--- src/rtl/serial_feeder_pkg.sv ---
// serial_feeder_pkg: shared definitions for the serial feeder.
//   state_t - 2-bit FSM state encoding (ST_IDLE, ST_SHIFT, ST_PARITY, ST_DONE).
package serial_feeder_pkg;

  typedef enum logic [1:0] {
    ST_IDLE   = 2'd0,
    ST_SHIFT  = 2'd1,
    ST_PARITY = 2'd2,
    ST_DONE   = 2'd3
  } state_t;

endpackage

--- src/rtl/piso_shreg.sv ---
// piso_shreg: parallel-in serial-out shift register used as the feeder datapath.
//   clk       - clock, rising edge
//   RESET_N   - asynchronous active-low reset, clears the register
//   load      - load load_data into the register (has priority over shift_en)
//   load_data - parallel word
//   shift_en  - advance the register by one bit
//   sout      - current serial bit (MSB or LSB of the register, per MSB_FIRST)
module piso_shreg #(
  parameter int unsigned WIDTH     = 8,
  parameter int unsigned MSB_FIRST = 1
) (
  input  logic             clk,
  input  logic             RESET_N,
  input  logic             load,
  input  logic [WIDTH-1:0] load_data,
  input  logic             shift_en,
  output logic             sout
);

  logic [WIDTH-1:0] sr_q, sr_d;

  always_comb begin
    sr_d = sr_q;
    if (load) begin
      sr_d = load_data;
    end else if (shift_en) begin
      if (MSB_FIRST != 0) begin
        sr_d = {sr_q[WIDTH-2:0], 1'b0};
      end else begin
        sr_d = {1'b0, sr_q[WIDTH-1:1]};
      end
    end
  end

  always_ff @(posedge clk or negedge RESET_N) begin
    if (!RESET_N) begin
      sr_q <= '0;
    end else begin
      sr_q <= sr_d;
    end
  end

  assign sout = (MSB_FIRST != 0) ? sr_q[WIDTH-1] : sr_q[0];

endmodule

--- src/rtl/serial_feeder.sv ---
// serial_feeder: accepts a parallel word over a valid/ready handshake and plays it out one bit
// per cycle on X, framed by x_valid, followed by a one-cycle done pulse.
// Optional even-parity bit after the payload when SERIAL_FEEDER_PARITY_EN is defined.
//   clk       - clock, rising edge
//   RESET_N   - asynchronous active-low reset
//   din       - parallel word, din_valid - word offered, din_ready - word can be taken (IDLE)
//   abort     - abandon the current word, return to IDLE without done
//   X         - serial bit (0 whenever x_valid is 0), x_valid - X carries payload/parity
//   busy      - FSM not in IDLE, done - one-cycle pulse after a completed word
module serial_feeder
  import serial_feeder_pkg::*;
#(
  parameter int unsigned WIDTH     = 8,
  parameter int unsigned MSB_FIRST = 1
) (
  input  logic             clk,
  input  logic             RESET_N,
  input  logic [WIDTH-1:0] din,
  input  logic             din_valid,
  output logic             din_ready,
  input  logic             abort,
  output logic             X,
  output logic             x_valid,
  output logic             busy,
  output logic             done
);

  localparam int unsigned CntW = $clog2(WIDTH + 1);
  localparam logic [CntW-1:0] LastIdx = CntW'(WIDTH - 1);

`ifdef SERIAL_FEEDER_PARITY_EN
  localparam state_t AfterShift = ST_PARITY;
`else
  localparam state_t AfterShift = ST_DONE;
`endif

  state_t          state_q, state_d;
  logic [CntW-1:0] cnt_q, cnt_d;
  logic            load, shift_en, sout;

  piso_shreg #(
    .WIDTH    (WIDTH),
    .MSB_FIRST(MSB_FIRST)
  ) u_piso (
    .clk      (clk),
    .RESET_N  (RESET_N),
    .load     (load),
    .load_data(din),
    .shift_en (shift_en),
    .sout     (sout)
  );

`ifdef SERIAL_FEEDER_PARITY_EN
  // Parity is taken from the captured word, so later din changes cannot disturb it.
  logic parity_q;

  always_ff @(posedge clk or negedge RESET_N) begin
    if (!RESET_N) begin
      parity_q <= 1'b0;
    end else if (load) begin
      parity_q <= ^din;
    end
  end
`endif

  always_comb begin
    state_d   = state_q;
    cnt_d     = cnt_q;
    load      = 1'b0;
    shift_en  = 1'b0;
    X         = 1'b0;
    x_valid   = 1'b0;
    busy      = 1'b1;
    done      = 1'b0;
    din_ready = 1'b0;
    case (state_q)
      ST_IDLE: begin
        din_ready = 1'b1;
        busy      = 1'b0;
        // abort outranks a simultaneous offer
        if (din_valid && !abort) begin
          load    = 1'b1;
          cnt_d   = '0;
          state_d = ST_SHIFT;
        end
      end
      ST_SHIFT: begin
        X       = sout;
        x_valid = 1'b1;
        if (abort) begin
          state_d = ST_IDLE;
        end else if (cnt_q == LastIdx) begin
          state_d = AfterShift;
        end else begin
          cnt_d    = cnt_q + CntW'(1);
          shift_en = 1'b1;
        end
      end
`ifdef SERIAL_FEEDER_PARITY_EN
      ST_PARITY: begin
        X       = parity_q;
        x_valid = 1'b1;
        state_d = abort ? ST_IDLE : ST_DONE;
      end
`endif
      ST_DONE: begin
        done    = 1'b1;
        state_d = ST_IDLE;
      end
      default: begin
        state_d = ST_IDLE;
      end
    endcase
  end

  always_ff @(posedge clk or negedge RESET_N) begin
    if (!RESET_N) begin
      state_q <= ST_IDLE;
      cnt_q   <= '0;
    end else begin
      state_q <= state_d;
      cnt_q   <= cnt_d;
    end
  end

endmodule
--- config.mk ---
export PLATFORM = sky130hd
export DESIGN_NAME = serial_feeder
export DESIGN_NICKNAME = d
export VERILOG_FILES = /design/src/rtl/serial_feeder_pkg.sv /design/src/rtl/piso_shreg.sv /design/src/rtl/serial_feeder.sv
export SDC_FILE = /design/constraint.sdc
export NUM_CORES = 1
export LEC_CHECK = 0
export CORE_MARGIN = 2
export CORE_UTILIZATION = 46
export CTS_CLUSTER_DIAMETER = 150
export DETAILED_ROUTE_END_ITERATION = 16
export DONT_BUFFER_PORTS = 1
export PLACE_DENSITY = 0.65
export SETUP_SLACK_MARGIN = 0.02
export SLEW_MARGIN = 20
export SYNTH_ARGS = -nofsm -noshare
export SYNTH_HDL_FRONTEND = slang
export SYNTH_HIERARCHICAL = 1
export SYNTH_SLANG_ARGS = --single-unit
--- constraint.sdc ---
create_clock -name clk -period 2.22 [get_ports clk]
set_clock_uncertainty 0.2 [all_clocks]
set_input_delay 0.444 -clock clk [delete_from_list [all_inputs] [get_ports clk]]
set_output_delay 0.444 -clock clk [all_outputs]
set_load 0.03 [all_outputs]
==> qor.json <==
{
  "global_route": {
    "global_route.usage.total": 0.1503,
    "maximum_number_of_pins_on_one_net_before_global_route_repair": 18,
    "grt_first_pass_wirelength_um": 2042,
    "antenna_found_initial": 0,
    "global_route.overflow_total": 0,
    "vias_in_the_first_global_route": 469
  },
  "cts": {
    "clock-sinks": 14,
    "cts.path.max_buffers": 2,
    "clock_tree.htree_level_count": 1,
    "tritoncts": "done",
    "hold_buffers_post_cts": 1,
    "clk-insertion-delay-late_ps": 270,
    "clkSlewWorstSetupHoldPaths_ps": 80,
    "cts_resized": 0,
    "cts-buffers-inserted": 3,
    "post_cts_setup_repair_buffer_count": 0,
    "clock_tree.root_cell": "sky130_fd_sc_hd__clkbuf_4"
  },
  "floorplan": {
    "io_pins": 17,
    "die_height_um": 43.20,
    "design.die.area_um2": 1866,
    "core_area_um2": 1471,
    "fp.dieW_um": 43.20,
    "placementRows": 14,
    "initial_utilization": 0.4804
  },
  "worst_setup_path": {
    "crit_path_max_incr_delay_ps": 460,
    "regToRegSetupSlack_ps": 400,
    "critical_path_arrival_ps": 1380,
    "critical_path.startpoint_type": "flip-flop",
    "worstSetupEndpointType": "output port",
    "crit_path_cell_trace": "or2_1 > inv_1",
    "worstPathRequired_ps": 1580,
    "critical_path_start_end_classification": "flip-flop to output port",
    "crit_fanout": 8,
    "critPathSlowestCell": "sky130_fd_sc_hd__dfrtp_1"
  },
  "route": {
    "ant_nets": 0,
    "post_drt_via_cell_ratio": 5.640,
    "routed_wire_length_per_instance_um": 12.73,
    "drt-total-wl_um": 1133,
    "first_pass_detailed_route_iteration_total": 2,
    "dr_total_vias": 502,
    "drtIter0Drc": 4,
    "final_routed_drc_violation_total": 0
  },
  "run": {
    "max_cap_violation_count": 0
  },
  "timing": {
    "max_clock_freq_mhz": 495.2,
    "report.final.slew_viol_count": 0,
    "setup-violations-final": 0,
    "post_route_fraction_of_the_period_consumed_by_the_critical_path": 0.9096,
    "final.setup.tns_ps": 0,
    "max_slew.worst_pin.slew_ps": 601.7,
    "finalCriticalPeriod_ps": 2019,
    "report.final.hold_viol_count": 0,
    "slew_headroom": 0.5975,
    "setup_repair_after_global_routing_missed_its_margin": "false"
  },
  "yosys": {
    "mappedNetlistNets": 79,
    "top_cells_by_area_synth": "sky130_fd_sc_hd__dfrtp_1, sky130_fd_sc_hd__mux2i_1, sky130_fd_sc_hd__o21ai_1",
    "syn_area_per_cell_um2": 10.71,
    "synth_top_area_cell": "sky130_fd_sc_hd__dfrtp_1",
    "synthesis.area_um2": 706.9,
    "post_synth_inst_count": 66,
    "synthDominantCellAreaShare": 0.4956,
    "seq_area_frac_synth": 0.4956,
    "ys_warn_count": 6,
    "yosys_register_bits": 14,
    "post_synth_num_cell_types": 28
  },
  "final_layout": {
    "multi_input_comb_area_um2": 329.1,
    "diodes": 0,
    "final_core_utilization": 0.5349,
    "num-nets-final": 87,
    "nFillCells": 140,
    "seqCellArea_um2": 350.3,
    "drive_gt1_frac": 0.1644,
    "final_common_cell": "sky130_fd_sc_hd__dfrtp_1",
    "area.growth.synth_to_final_pct": 11.33,
    "layout.cells.most_common_list": "sky130_fd_sc_hd__dfrtp_1, sky130_fd_sc_hd__nand2_1, sky130_fd_sc_hd__mux2i_1, sky130_fd_sc_hd__o21ai_1, sky130_fd_sc_hd__buf_4"
  },
  "hold_path": {
    "worst_hold_path_type": "primary input to flip-flop"
  },
  "power_and_ir_drop": {
    "total_leakage_power_nw": 0.3302,
    "powerDensity_nw_per_um2": 819.1,
    "power.ir.vdd_worst_uv": 320.6,
    "post-layout-total-power_w": 0.0006446
  },
  "placement": {
    "globalplace.congestion": 0.6931,
    "port_buffers": 0,
    "place.detailed.hpwl_um": 855.4
  },
  "outcome": {
    "status": "finished, final reports clean"
  }
}
-- layout make-up --
| class | instances | area share |
|---|---|---|
| Clock buffer | 4 | 0.04610 |
| Inverter | 3 | 0.01431 |
| Multi-Input combinational cell | 47 | 0.4181 |
| Sequential cell | 14 | 0.4452 |
| Tap cell | 16 | 0.02544 |
| Timing Repair Buffer | 5 | 0.05087 |
-- layer usage --
metal	up-vias	GRT usage	share of wire
met5	-	0	0
met4	0	0.1091	0.022
met2	13	0.2179	0.48
met1	235	0.1995	0.44
met3	4	0.02553	0.049
li1	250	-	-
-- cells in the mapped netlist, drive strengths merged --
cell type  number
ha              1
o21ai           9
mux2            1
o21a            1
nor3b           1
nand2           8
nand2b          1
mux2i           7
nor2            2
o2bb2ai         1
nand4b          1
nor4b           1
and2            2
or3             1
or2             1
or3b            1
o211ai          1
a22o            1
inv             3
buf             2
a31oi           1
nand3           1
dfrtp          14
nor3            1
xnor2           1
a31o            1
nor2b           1
-- final timing paths --
path,cells after the start,end,from
setup / recovery,2,din_ready,state_q[0]$_DFFE_PN0P_
hold reg to reg,1,cnt_q[1]$_DFFE_PN0P_,cnt_q[1]$_DFFE_PN0P_
hold / removal,2,u_piso/sr_q[4]$_DFFE_PN0P_,din[4]
setup reg to reg,5,u_piso/sr_q[2]$_DFFE_PN0P_,state_q[0]$_DFFE_PN0P_
max in group asynchronous,1,cnt_q[2]$_DFFE_PN0P_,RESET_N
min in group asynchronous,1,u_piso/sr_q[1]$_DFFE_PN0P_,RESET_N
-- power breakdown --
part | total (W) | switching [W] | internal (W)
Clock | 0.000180 | 0.0000798 | 0.0000997
Combinational | 0.000127 | 0.0000688 | 0.0000580
Sequential | 0.000338 | 0.0000329 | 0.000305
-- worst max-delay path, delay by kind of cell (launching register included) --
kind	cells	cell delay (ps)
buf+inv	1	260
simple gates	1	380
flops	1	460
-- stage by stage --
| stage | hold slack, ps | setup WS (ps) | std cells | instance area [um2] |
|---|---|---|---|---|
| final | 88.48 | 200.8 | 89 | 787.0 |
| after global routing | 86.64 | 137.3 | 89 | 787.0 |
| after CTS | 78.73 | 183.3 | 89 | 787.0 |
| after detailed placement | -51.31 | 401.3 | 84 | 740.7 |
| after global placement | -51.30 | 413.2 | 84 | 740.7 |
| after floorplan | -51.59 | 283.5 | 66 | 706.9 |
-- registers in the layout, indices dropped and copies added, names as in the netlist --
| signal | flops |
|---|---|
| cnt_q | 4 |
| state_q | 2 |
| u_piso/sr_q | 8 |
-- kinds of logic after synthesis --
| family | Yosys count | share of synthesized area |
|---|---|---|
| AND/OR/NAND/NOR | 22 | 0.1717 |
| AO/OA/AOI/OAI | 15 | 0.1398 |
| flip-flops | 14 | 0.4956 |
| multiplexers | 8 | 0.1150 |
| buffers and inverters | 5 | 0.04778 |
| XOR/XNOR | 1 | 0.01239 |
| adder cells (fa/ha/maj) | 1 | 0.01770 |
Power figures use the tool's default switching activity.
